<file path="config.mk">
export PLATFORM = sky130hd
export DESIGN_NAME = down_count_ctrl
export DESIGN_NICKNAME = d
export VERILOG_FILES = /design/src/rtl/down_count_pkg.sv /design/src/rtl/down_count_ctrl_tick_prescaler.sv /design/src/rtl/down_count_ctrl.sv
export SDC_FILE = /design/constraint.sdc
export NUM_CORES = 1
export LEC_CHECK = 0
export ABC_CLOCK_PERIOD_IN_PS = 4150
export BUFFER_PORTS_ARGS = -buffer_cell sky130_fd_sc_hd__buf_2
export CAP_MARGIN = 40
export CORE_UTILIZATION = 56
export DETAILED_ROUTE_END_ITERATION = 6
export PLACE_DENSITY = 0.81
export SYNTH_ARGS = -nofsm -noshare
export SYNTH_HDL_FRONTEND = slang
export SYNTH_SLANG_ARGS = --single-unit
</file>
<file path="constraint.sdc">
create_clock -name clk -period 4.15 [get_ports clk]
set_clock_uncertainty 0.1 [all_clocks]
set_input_delay 0.83 -clock clk [delete_from_list [all_inputs] [get_ports clk]]
set_output_delay 0.83 -clock clk [all_outputs]
set_load 0.02 [all_outputs]
</file>
<file path="src/rtl/down_count_pkg.sv">
// Shared types and default sizes for the down-count sequencing controller.
package down_count_pkg;

    localparam int DEF_WIDTH = 4;
    localparam int DEF_PSC_W = 4;

    typedef enum logic [1:0] {
        ST_IDLE   = 2'd0,
        ST_ARMED  = 2'd1,
        ST_RUN    = 2'd2,
        ST_PAUSED = 2'd3
    } state_t;

endpackage

</file>
<file path="src/rtl/down_count_ctrl_tick_prescaler.sv">
// Programmable tick divider: one tick every (period+1) enabled cycles, holds while disabled.
module tick_prescaler #(
    parameter int PSC_W = 4
) (
    input  logic             clk,
    input  logic             rst,
    input  logic             en,
    input  logic             clr,
    input  logic [PSC_W-1:0] period,
    output logic             tick
);

    logic [PSC_W-1:0] r_cnt;
    logic             w_hit;

    assign w_hit = (r_cnt == period);
    assign tick  = en & w_hit;

    always_ff @(posedge clk or negedge rst) begin
        if (!rst) begin
            r_cnt <= '0;
        end else if (clr) begin
            r_cnt <= '0;
        end else if (en) begin
            r_cnt <= w_hit ? '0 : r_cnt + 1'b1;
        end
    end

endmodule

</file>
<file path="src/rtl/down_count_ctrl.sv">
// Sequencing controller for the 4-bit down counter: load handshake, start/pause/abort,
// prescaled decrement, optional auto-reload and a one-cycle done pulse at terminal count.
module down_count_ctrl
    import down_count_pkg::*;
#(
    parameter int WIDTH = DEF_WIDTH,
    parameter int PSC_W = DEF_PSC_W
) (
    input  logic             clk,
    input  logic             rst,
    input  logic             cfg_valid,
    output logic             cfg_ready,
    input  logic [WIDTH-1:0] cfg_value,
    input  logic             cfg_reload,
    input  logic [PSC_W-1:0] cfg_psc,
    input  logic             start,
    input  logic             pause,
    input  logic             abort,
    output logic [WIDTH-1:0] count,
    output logic [WIDTH-1:0] countbar,
    output logic             busy,
    output logic             done
);

    state_t           r_state;
    state_t           w_state_nxt;
    logic [WIDTH-1:0] r_count;
    logic [WIDTH-1:0] w_count_nxt;
    logic [WIDTH-1:0] r_val;
    logic             r_reload;
    logic [PSC_W-1:0] r_psc;
    logic             r_done;
    logic             w_done_nxt;
    logic             w_xfer;
    logic             w_load;
    logic             w_tick;
    logic             w_presc_en;
    logic             w_presc_clr;

    assign cfg_ready = (r_state == ST_IDLE) || (r_state == ST_ARMED);
    assign busy      = (r_state == ST_RUN)  || (r_state == ST_PAUSED);
    assign count     = r_count;
    assign countbar  = ~r_count;
    assign done      = r_done;

    assign w_xfer = cfg_valid & cfg_ready;
    assign w_load = w_xfer & ~abort;

    // Prescaler only advances on cycles where pause is low, so pause time shifts
    // the tick schedule exactly cycle-for-cycle.
    assign w_presc_en  = busy & ~pause & ~abort;
    assign w_presc_clr = abort | ((r_state == ST_ARMED) & start & ~w_xfer);

    tick_prescaler #(
        .PSC_W(PSC_W)
    ) u_presc (
        .clk    (clk),
        .rst    (rst),
        .en     (w_presc_en),
        .clr    (w_presc_clr),
        .period (r_psc),
        .tick   (w_tick)
    );

    always_comb begin
        w_state_nxt = r_state;
        w_count_nxt = r_count;
        w_done_nxt  = 1'b0;
        if (abort) begin
            w_state_nxt = ST_IDLE;
            w_count_nxt = '0;
        end else begin
            case (r_state)
                ST_IDLE: begin
                    if (w_xfer) begin
                        w_state_nxt = ST_ARMED;
                        w_count_nxt = cfg_value;
                    end
                end
                ST_ARMED: begin
                    // A fresh configuration takes precedence over a coincident start.
                    if (w_xfer) begin
                        w_count_nxt = cfg_value;
                    end else if (start) begin
                        w_state_nxt = ST_RUN;
                    end
                end
                ST_RUN, ST_PAUSED: begin
                    if (pause) begin
                        w_state_nxt = ST_PAUSED;
                    end else begin
                        w_state_nxt = ST_RUN;
                        if (w_tick) begin
                            if (r_count != '0) begin
                                w_count_nxt = r_count - 1'b1;
                            end else begin
                                w_done_nxt = 1'b1;
                                if (r_reload) begin
                                    w_count_nxt = r_val;
                                end else begin
                                    w_state_nxt = ST_IDLE;
                                    w_count_nxt = '0;
                                end
                            end
                        end
                    end
                end
                default: begin
                    w_state_nxt = ST_IDLE;
                    w_count_nxt = '0;
                end
            endcase
        end
    end

    always_ff @(posedge clk or negedge rst) begin
        if (!rst) begin
            r_state  <= ST_IDLE;
            r_count  <= '0;
            r_done   <= 1'b0;
            r_val    <= '0;
            r_reload <= 1'b0;
            r_psc    <= '0;
        end else begin
            r_state <= w_state_nxt;
            r_count <= w_count_nxt;
            r_done  <= w_done_nxt;
            if (w_load) begin
                r_val    <= cfg_value;
                r_reload <= cfg_reload;
                r_psc    <= cfg_psc;
            end
        end
    end

endmodule
</file>
==> results of run 1 <==
-- Yosys cell counts --
| cell type | instances | area share |
|---|---|---|
| dfrtp_1 | 20 | 0.46 |
| nor2_1 | 13 | 0.044 |
| mux2_2 | 9 | 0.092 |
| nand2b_1 | 7 | 0.040 |
| mux2i_1 | 6 | 0.055 |
| inv_1 | 5 | 0.017 |
| nand3_1 | 4 | 0.018 |
| nand2_1 | 3 | 0.010 |
| xor2_1 | 3 | 0.024 |
| a21oi_1 | 2 | 0.0091 |
| a2bb2oi_1 | 2 | 0.016 |
| a311o_1 | 2 | 0.018 |
| and3_1 | 2 | 0.011 |
| buf_2 | 2 | 0.0091 |
| clkbuf_1 | 2 | 0.0068 |
| ha_1 | 2 | 0.023 |
| nand3b_1 | 2 | 0.014 |
| nor3b_1 | 2 | 0.014 |
| o31ai_1 | 2 | 0.014 |
| a211oi_1 | 1 | 0.0068 |
| a21o_1 | 1 | 0.0068 |
| a22oi_1 | 1 | 0.0068 |
| a31o_2 | 1 | 0.0080 |
| a31oi_1 | 1 | 0.0057 |
| nor2b_1 | 1 | 0.0057 |
| nor3_1 | 1 | 0.0045 |
| nor3b_2 | 1 | 0.011 |
| nor4_4 | 1 | 0.019 |
| o21a_1 | 1 | 0.0068 |
| or3_2 | 1 | 0.0068 |
| or4_1 | 1 | 0.0068 |
| xor2_2 | 1 | 0.015 |
-- critical path, delay by kind of cell, from the launching register on --
family   cells  cell delay (ns)
flops        1             0.58
buf+inv      2             0.36
-- power groups by stage --
stage	Combinational, mW	Sequential [mW]	Clock [mW]
2_1_floorplan	0.0700	0.236	0
3_3_place_gp	0.0972	0.237	0
3_5_place_dp	0.101	0.238	0
4_1_cts	0.102	0.234	0.0907
5_1_grt	0.111	0.237	0.0992
6_report	0.101	0.235	0.0883
-- kinds of logic (layout without fill, tap and decap cells) --
family                   count (synthesis)  after routing
AND/OR/NAND/NOR                         39             39
flip-flops                              20             20
multiplexers                            15             15
AO/OA/AOI/OAI                           14             14
buffers and inverters                    9             34
XOR/XNOR                                 4              4
adder cells (fa/ha/maj)                  2              2
-- final cells by class --
| class | count | share of cell area |
|---|---|---|
| Clock buffer | 3 | 0.0178 |
| Inverter | 5 | 0.0148 |
| Multi-Input combinational cell | 74 | 0.444 |
| Sequential cell | 20 | 0.394 |
| Tap cell | 25 | 0.0247 |
| Timing Repair Buffer | 26 | 0.105 |
-- flip-flops by register name, summed over array words and instances, names as in the netlist --
register	flops
r_state	2
r_reload	1
r_psc	4
done	1
u_presc.r_cnt	4
count	4
r_val	4
-- layer usage --
layer | vias to the layer above | wire length [µm]
li1 | 412 | -
met1 | 411 | 979
met2 | 25 | 989
met3 | 2 | 93
met4 | 0 | 15
met5 | - | 0
-- path summary, 6_finish.rpt --
path                                              from                   end  slack [ns]  cells past startpoint
worst max-delay path            r_state[1]$_DFFE_PN0P_             cfg_ready        1.97                      2
worst min-delay path                               rst        done$_DFF_PN0_        0.36                      1
worst max register to register    count[0]$_DFFE_PN0P_  count[3]$_DFFE_PN0P_        2.21                      6
worst min register to register    r_val[2]$_DFFE_PN0N_  r_val[2]$_DFFE_PN0N_        0.43                      1
max in group asynchronous                          rst  r_reload$_DFFE_PN0N_        3.28                      1
min in group clk                  r_val[2]$_DFFE_PN0N_  r_val[2]$_DFFE_PN0N_        0.43                      1
-- metrics by stage --
step	power, mW	worst slack (ns)
finish	0.424	1.97
global route	0.447	1.89
CTS	0.426	2.00
detailed placement	0.339	2.15
global placement	0.334	2.18
floorplan	0.306	2.26
==> results.md, run 1 <==
- Area share of and/or/nand/nor cells after synthesis: 0.206
- Clock power frac: 0.208
- Port bufs: 25
- Area grow syn2layout: 15.4%
- Grt total ovfl: 0
- Via count: 850
- Non-filler cells, final: 153
- Clk_lat worst skew: 0.29 ns
- Main combinational cell family by area after synthesis: simple AND/OR/NAND/NOR gates
- Hold Fails Final Rpt: 0
- Storage element area: 500 µm²
- Final period util: 0.525
- Root buf cell: clkbuf_4
- Most Crowded Layer GR: met2
- Mapped cell area: 0.00110 mm²
- Pins Over Slew Limit: 0
- Reg clk slew, reported paths: 0.10 ns
- Crit path time final: 2.18 ns
- Comb power frac: 0.238
- Syn Area/Cell: 10.7 µm²
- Crit Path Category: reg -> out
- Routed len/inst: 13.6 µm
- P_int: a little under 0.3 mW
- Initial DRC count: 12
- Most frequent cells in the layout: buf_2 (25), dfrtp_1 (20), nor2_1 (13)
- #FFs+latches synth: 20
- Hold_ws: 0.361 ns
- VDD IR-drop max: 0.280 mV
- # rows: 15
- CTS tree: yes
- Vias in the first global route: 789
- Sw frac: 0.299
- Final setup viols: 0
- CTS buffer count: 3
- Max-cap viol count: 0
- Total wire length: slightly above 2000 µm
- CP Launch Type: register
- Leak: 0.598 nW
- Die H: 46.3 µm
- Post-DP Area: 0.00125 mm²
- N_diodes: 0
- Fmax: roughly 0.46 GHz
- Die X: 46.3 µm
- Post-Synth XOR/XNOR Area: 0.0387
- # clock sinks: 20
- Yosys cell types: 32
- DIE AREA: 0.00215 mm²
- Placed Cells: 150
- Post-synthesis adder-cell area fraction: 0.0228
- Dpl hpwl: 1610 µm
- GRT met3 Usage: 0.0471
- Antenna violations before repair: 0
- Largest net degree at the start of global routing: 21
- Final TNS setup: 0 ns
- Least-Margin Pin Slew: 0.546 ns
- CTS Buffer Depth: 2
- Post-Syn Instances: 103
- Pwr Density: about 330 mW/mm²
- Worst hold path class: in -> async
- Multiplexer area fraction after synthesis: 0.147
- Vias/cell: 5.56
- Combined area of the multi-input logic cells: 563 µm²
- CP required: 3.22 ns
- DR pass1 iterations: 4
- Synth Area in Compound Gates: 0.0978
- Global-route met1 utilization: 0.290
- Final Core Density: 0.712
- Worst Path Arrival: 1.25 ns
- Detail Route Antenna Nets: 0
- Initial cell density of the core: 0.617
- Crit Path Max Fanout: 13
- Register share of total power: 0.553
- Routability cong.: 0.830
- Syn nets: between 100 and 150
- Final #Nets: 147
- Slowest CP cell: dfrtp_1
- First-pass GRT wire length: 3350 µm
- Worst path cell trace: inv_1, buf_2
- Ys Warns: 0
- Fillers: 148
- # Post-CTS Setup Buffers: 0
- H-Tree Depth: 1
- Post-synthesis sequential area ratio: 0.455
- CTS Hold Bufs: 0
- CTS-repair resized insts: 0
- Setup crit end kind: primary output
- Slew headroom: 0.636
- Remaining DRCs: 0
- I/O pin cnt: 26
- NetSw: ~0.13 mW
- Design Area, Final: about 0.0013 mm²
- Crit-path max cell delay: 0.58 ns
- Met2 Usage GRT: 0.361
- Commonest non-fill, non-tap cell in the layout: buf_2
- Global-route usage over all layers: 0.221
- Status: finished clean
- Core Footprint: 0.00178 mm²
- Unrepaired setup endpoints after global routing: no
- Layout cells sized above 1: 0.336
Note: power is estimated with default switching activity, not from simulation.
==> inputs of run 2 (changes only) <==
Settings changed: ABC_AREA set to 1, ABC_CLOCK_PERIOD_IN_PS 4150 to 1810, CORE_UTILIZATION 56 to 48, PLACE_DENSITY 0.81 to 0.73.
Clock period 4.15 ns to 1.81 ns, I/O delays scaled along.
==> run 2 against run 1 <==
  * Die area is 26% higher
  * Largest power group unchanged
  * Cell count grew 36%
  * Clock power rose to 3.0 times the previous value
  * Register-to-register slack got worse by 2.1 ns
  * Highest routed layer unchanged
  * Largest cell class unchanged
  * Critical path type unchanged
==> results.md, run 2 <==
- Dpl hpwl: 1960 µm (+21%)
- Crit. Startpoint: r_state[1]$_DFFE_PN0P_
- I/O pin cnt: 26 (unchanged)
- Layout cells sized above 1: 0.272 (-0.0637)
- DR pass1 iterations: 7 (+3)
- Non-filler cells, final: 208 (+36%)
- Root buf cell: clkbuf_4
- Max-cap viol count: 0 (unchanged)
- Reg-to-Reg Start: count[0]$_DFFE_PN0P_
- Most frequent cell after synthesis: nand2_1
- Grt total ovfl: 0 (unchanged)
- CTS tree: yes
- Top post-synthesis cells by count: nand2_1 (41), dfrtp_1 (20), inv_1 (20)
- Total wire length: 2510 µm (+21%)
- Post-synth EDFFs: 0 (unchanged)
- First-pass GRT wire length: 4310 µm (+29%)
- Syn nets: 170 (+42%)
- Setup crit end kind: primary output
- Post-synthesis sequential area ratio: 0.417 (-0.0384)
- Global-route usage over all layers: 0.222 (+0.000886)
- Post-DP Area: 0.00134 mm² (+7.1%)
- # clock sinks: 20 (unchanged)
- Leading area contributor after synthesis: dfrtp_1
- Unrepaired setup endpoints after global routing: no
- CTS Buffer Depth: 2 (unchanged)
- Most frequent cells in the layout: nand2_1 (41), buf_2 (25), inv_1 (20)
- Core Footprint: 0.00228 mm² (+28%)
- VDD IR-drop max: 0.697 mV (+150%)
- Largest net degree at the start of global routing: 21 (unchanged)
- Placed Cells: 203 (+35%)
- Top cells by area, synth: dfrtp_1 (42%), nand2_1 (13%), inv_1 (6.3%)
- CP Launch Type: register
- # Post-CTS Setup Buffers: 0 (unchanged)
- Post-synth ARST share: 1.00 (unchanged)
- Fmax: 0.586 GHz
- Worst path cell trace: inv_1, buf_2
- Mapped cell area: 0.00120 mm² (+9.2%)
- Fillers: 206 (+39%)
- Remaining DRCs: 0 (unchanged)
- Slew headroom: 0.693 (+0.0571)
- Via count: 1073 (+26%)
- Syn Area/Cell: 7.85 µm² (-26%)
- Initial cell density of the core: 0.528 (-0.0891)
- Top FF cell, synth: dfrtp_1
- CTS buffer count: 3 (unchanged)
- Pwr Total: 1.20 mW (+180%)
- Commonest non-fill, non-tap cell in the layout: nand2_1
- CP top delay family: flip-flops
- Vias/cell: 5.16 (-7.1%)
- Yosys top cell area share: 0.417 (-0.0384)
- Hold_ws: 0.199 ns (-0.162 ns)
- DIE AREA: 0.00271 mm² (+26%)
- Hold path start: cfg_psc[3]
- Least-Margin Pin Slew: 0.460 ns (-0.0856 ns)
- Final #Nets: 198 (+35%)
- Vias in the first global route: 984 (+25%)
- Yosys cell types: 24 (-25%)
- Crit-path max cell delay: 0.51 ns (-0.07 ns)
- Ys Warns: 0 (unchanged)
- Leak: 0.748 nW (+25%)
- WP buf/inv: 2 (unchanged)
- # rows: 17 (+2)
- #FFs+latches synth: 20 (unchanged)
- Crit path time final: between 1.5 and 2 ns
- Final TNS setup: 0 ns (unchanged)
- Design Area, Final: 0.00138 mm² (+9.0%)
- Detail Route Antenna Nets: 0 (unchanged)
- N_diodes: 0 (unchanged)
- Reg clk slew, reported paths: 0.12 ns (+0.02 ns)
- Die X: 52.0 µm (+12%)
- Crit Path Max Fanout: 12 (-1)
- Antenna violations before repair: 0 (unchanged)
- Crit Path Category: reg -> out
- CP required: 1.35 ns (-1.87 ns)
- Pins Over Slew Limit: 0 (unchanged)
- Clk_lat worst skew: 0.31 ns (+0.02 ns)
- Pwr Density: 868 mW/mm² (+160%)
- Worst hold path class: in -> reg
- Port bufs: 25 (unchanged)
- Post-Syn Instances: 153 (+49%)
- Worst Path Arrival: 1.24 ns (about the same)
- Die H: 52.0 µm (+12%)
- Hold Fails Final Rpt: 0 (unchanged)
- Area grow syn2layout: 15.1%
- Routed len/inst: 12.1 µm (-11%)
- Initial DRC count: 24 (+12)
- Final period util: 0.943
- H-Tree Depth: 1 (unchanged)
- Final setup viols: 0 (unchanged)
- Routability cong.: 0.878 (+5.8%)
- Slowest CP cell: dfrtp_2
- Status: finished clean
==> run 2: cell types whose count changed after synthesis, moves of 3 or more <==
| cell | previous run | this run |
|---|---|---|
| nand2b_1 | 7 | 0 |
| mux2i_1 | 6 | 0 |
| nor2_4 | 0 | 3 |
| nand3_1 | 4 | 10 |
| mux2_2 | 9 | 4 |
| a21oi_1 | 2 | 11 |
| inv_1 | 5 | 20 |
| nand2_1 | 3 | 41 |
| o21ai_0 | 0 | 6 |
==> run 2: power by group <==
| part | total (mW) | switching (mW) | internal, mW |
|---|---|---|---|
| sequential | 0.563 | 0.0554 | 0.507 |
| combinational | 0.373 | 0.237 | 0.136 |
| clock | 0.265 | 0.142 | 0.123 |
==> run 2: area by class of cell <==
type,count,area (µm²),area share
sequential,20,502,0.363
timing repair buffer,26,135,0.0977
tap,28,35.0,0.0253
inverter,22,82.6,0.0597
multi-input combinational,108,592,0.428
clock buffer,4,36.3,0.0262
==> run 2: logic make-up after synthesis <==
logic type,Yosys count,share of synthesized area
AO/OA/AOI/OAI,21,0.0948
AND/OR/NAND/NOR,78,0.318
flip-flops,20,0.417
multiplexers,4,0.0375
adder cells (fa/ha/maj),2,0.0208
XOR/XNOR,3,0.0219
buffers and inverters,25,0.0906
==> run 2: worst register-to-register path: stages, from the launching register on <==
cell and delay, ns:
dfrtp_1 0.44, inv_1 0.11, ha_1 0.17, inv_1 0.06, nor2_1 0.17, nand2_1 0.13
nand2_1 0.08, nand2_1 0.04, a21oi_1 0.16, nand2_1 0.08, nand2_1 0.07
==> run 2: final timing paths <==
| check | to | slack [ns] | depth (start not counted) |
|---|---|---|---|
| worst min-delay path | r_psc[3]$_DFFE_PN0N_ | 0.20 | 2 |
| worst min register to register | r_val[1]$_DFFE_PN0N_ | 0.42 | 1 |
| max in group asynchronous | r_state[1]$_DFFE_PN0P_ | 0.85 | 2 |
| worst max-delay path | cfg_ready | 0.10 | 2 |
| min in group asynchronous | count[1]$_DFFE_PN0P_ | 0.42 | 2 |
| worst max register to register | count[1]$_DFFE_PN0P_ | 0.15 | 10 |
==> run 2: routing by layer <==
metal | GRT usage | vias to the layer above | routed length, µm
met5 | 0 | - | 0
met4 | 0.104 | 0 | 40
met3 | 0.0351 | 5 | 110
met2 | 0.329 | 31 | 1130
met1 | 0.314 | 498 | 1240
li1 | - | 539 | -
==> run 2: stage by stage <==
stage / utilization / setup WS, ns
2_1_floorplan: - / 0.184
3_3_place_gp: 0.587 / 0.244
3_5_place_dp: 0.587 / 0.209
4_1_cts: 0.607 / 0.0921
5_1_grt: 0.607 / 0.0205
6_report: 0.607 / 0.104
==> run 2: what timing repair did <==
action | 4_1_cts | 5_1_grt
hold buffers | 1 | 0
endpoints found under the setup margin | 1 | 0
gates resized for setup | 1 | 0
hold endpoints to repair | 20 | 0
==> inputs of run 3 (changes only) <==
Settings changed: ABC_AREA 1 to not set, CORE_UTILIZATION 48 to 47, PLACE_DENSITY 0.73 to 0.72.
==> run 3 against run 2 <==
  * Count of clock-buffer cells in the layout fell by 1
  * Non-clock buffer count rose by 10
  * Sequential share of layout area rose by 0.41 points
  * Fmax fell by 0.13%
  * Hold slack got worse by 0.014 ns
  * Setup slack got worse by 0.0021 ns
  * Critical path depth rose by 4
  * Flip-flop and latch count did not move
  * Cell count fell by 20%
  * Combinational power fell by 28%
  * Critical endpoint is now count[3]$_DFFE_PN0P_
==> results.md, run 3 (same netlist as run 1, synthesis figures left out) <==
- Status: finished clean
- Via count: 890 (-17%)
- CTS buffer count: 3 (unchanged)
- WHS Path Cells: 2 (unchanged)
- Final #Nets: 157 (-21%)
- Remaining DRCs: 0 (unchanged)
- Worst R2R Path Depth: 6 (-4)
- # rows: 17 (unchanged)
- Detail Route Antenna Nets: 0 (unchanged)
- Setup crit end kind: register
- # clock sinks: 20 (unchanged)
- Slowest CP cell: dfrtp_1
- Routed len/inst: 13.5 µm (+12%)
- Pwr Total: 1.01 mW (-16%)
- Crit Path Category: reg -> reg
- Pwr Density: 739 mW/mm² (-15%)
- Largest net degree at the start of global routing: 21 (unchanged)
- First-pass GRT wire length: 3640 µm (-16%)
- Routability cong.: 0.805 (-8.3%)
- Layout cells sized above 1: 0.406 (+0.134)
- Worst Path Arrival: 1.84 ns (+0.60 ns)
- Design Area, Final: 0.00136 mm² (-1.4%)
- CTS Buffer Depth: 2 (unchanged)
- DR pass1 iterations: 5 (-2)
- Reg clk slew, reported paths: 0.10 ns (-0.02 ns)
- Global-route usage over all layers: 0.196 (-0.0260)
- CP Launch Type: register
- Storage element area: 500 µm² (-0.25%)
- Leak: 0.648 nW (-13%)
- Most frequent cells in the layout: buf_2 (25), dfrtp_1 (20), nor2_1 (13)
- Area grow syn2layout: 24.0%
- WP buf/inv: 1 (-1)
- Grt total ovfl: 0 (unchanged)
- Root buf cell: clkbuf_4
- DIE AREA: 0.00254 mm² (-6.2%)
- Antenna violations before repair: 0 (unchanged)
- Worst hold path class: in -> reg
- VDD IR-drop max: 0.566 mV (-19%)
- Final period util: 0.944 (+0.00119)
- CP top delay family: flip-flops
- Combined area of the multi-input logic cells: 577 µm² (-2.5%)
- Final TNS setup: 0 ns (unchanged)
- Commonest non-fill, non-tap cell in the layout: buf_2
- Crit-path max cell delay: 0.43 ns (-0.08 ns)
- Total wire length: 2240 µm (-11%)
- Fillers: 208 (+0.97%)
- Port bufs: 25 (unchanged)
- Clk_lat worst skew: 0.30 ns (about the same)
- CP required: 1.94 ns (+0.59 ns)
- Hold Fails Final Rpt: 0 (unchanged)
- Crit Path Max Fanout: 5 (-7)
- Core Footprint: 0.00221 mm² (-2.8%)
- Final setup viols: 0 (unchanged)
- N_diodes: 0 (unchanged)
- Max-cap viol count: 0 (unchanged)
- CTS tree: yes
- Initial DRC count: 10 (-58%)
- Worst path cell trace: inv_2, ha_2, nor3b_4, nand3_1, a311o_1, mux2i_1
- Crit path time final: 1.71 ns (+0.00215 ns)
- Die H: 50.4 µm (-3.2%)
- I/O pin cnt: 26 (unchanged)
- Slew headroom: 0.706 (+0.0123)
- Die X: 50.4 µm (-3.2%)
- Critical path depth: 6 (+4)
- Initial cell density of the core: 0.497 (-0.0306)
- Least-Margin Pin Slew: 0.441 ns (-0.0184 ns)
- H-Tree Depth: 1 (unchanged)
- Vias/cell: 5.36 (+3.9%)
- Pins Over Slew Limit: 0 (unchanged)
- Vias in the first global route: 814 (-17%)
- Fmax: 0.585 GHz (-0.13%)
- Dpl hpwl: 1690 µm (-14%)
- Post-DP Area: 0.00129 mm² (-3.1%)
[run 3: final cells by class]
class	count	area share
clock buffers	3	0.0165
inverters	5	0.0138
multi-input cells	74	0.423
flip-flops and latches	20	0.367
well taps	28	0.0257
repair buffers	36	0.154
[run 3: repair_timing]
action                                  CTS  global route
hold endpoints to repair                 20             0
gates resized for setup                   0             2
setup buffers                             1             3
endpoints found under the setup margin    1             4
hold buffers                              1             0
pin swaps                                 0             1
[run 3: metal layers]
layer | wire length, µm | GRT usage
met1 | 1000 | 0.267
met2 | 1090 | 0.304
met4 | 33 | 0.0833
met3 | 110 | 0.0364
met5 | 0 | 0
[run 3: worst reg2reg max path, stage by stage, from the launching register on]
cell and delay [ns]:
dfrtp_1 0.43, inv_2 0.07, ha_2 0.20, nor3b_4 0.26, nand3_1 0.11, a311o_1 0.36
mux2i_1 0.12
[run 3: report_power, final]
group	switching, mW	total (mW)	internal [mW]
combinational	0.129	0.267	0.138
clock	0.128	0.206	0.0776
sequential	0.0425	0.535	0.492
total	0.299	1.01	0.708
[run 3: path summary, 6_finish.rpt]
path | from | endpoint | slack, ns
setup / recovery | count[0]$_DFFE_PN0P_ | count[3]$_DFFE_PN0P_ | 0.10
hold / removal | cfg_psc[3] | r_psc[3]$_DFFE_PN0N_ | 0.19
setup reg to reg | count[0]$_DFFE_PN0P_ | count[3]$_DFFE_PN0P_ | 0.10
hold reg to reg | r_val[0]$_DFFE_PN0N_ | r_val[0]$_DFFE_PN0N_ | 0.42
max in group asynchronous | rst | r_psc[0]$_DFFE_PN0N_ | 0.88
min in group asynchronous | rst | count[2]$_DFFE_PN0P_ | 0.43
[run 3: metrics by stage]
stage | hold WS [ns] | setup slack [ns] | utilization | instances
after CTS | 0.175 | 0.0350 | 0.603 | 163
final | 0.185 | 0.101 | 0.617 | 166
after global placement | 0.231 | 0.0356 | 0.585 | 158
after floorplan | -0.0336 | 0.0199 | - | 103
after global routing | 0.172 | -0.0174 | 0.617 | 166
after detailed placement | 0.231 | 0.00434 | 0.585 | 158
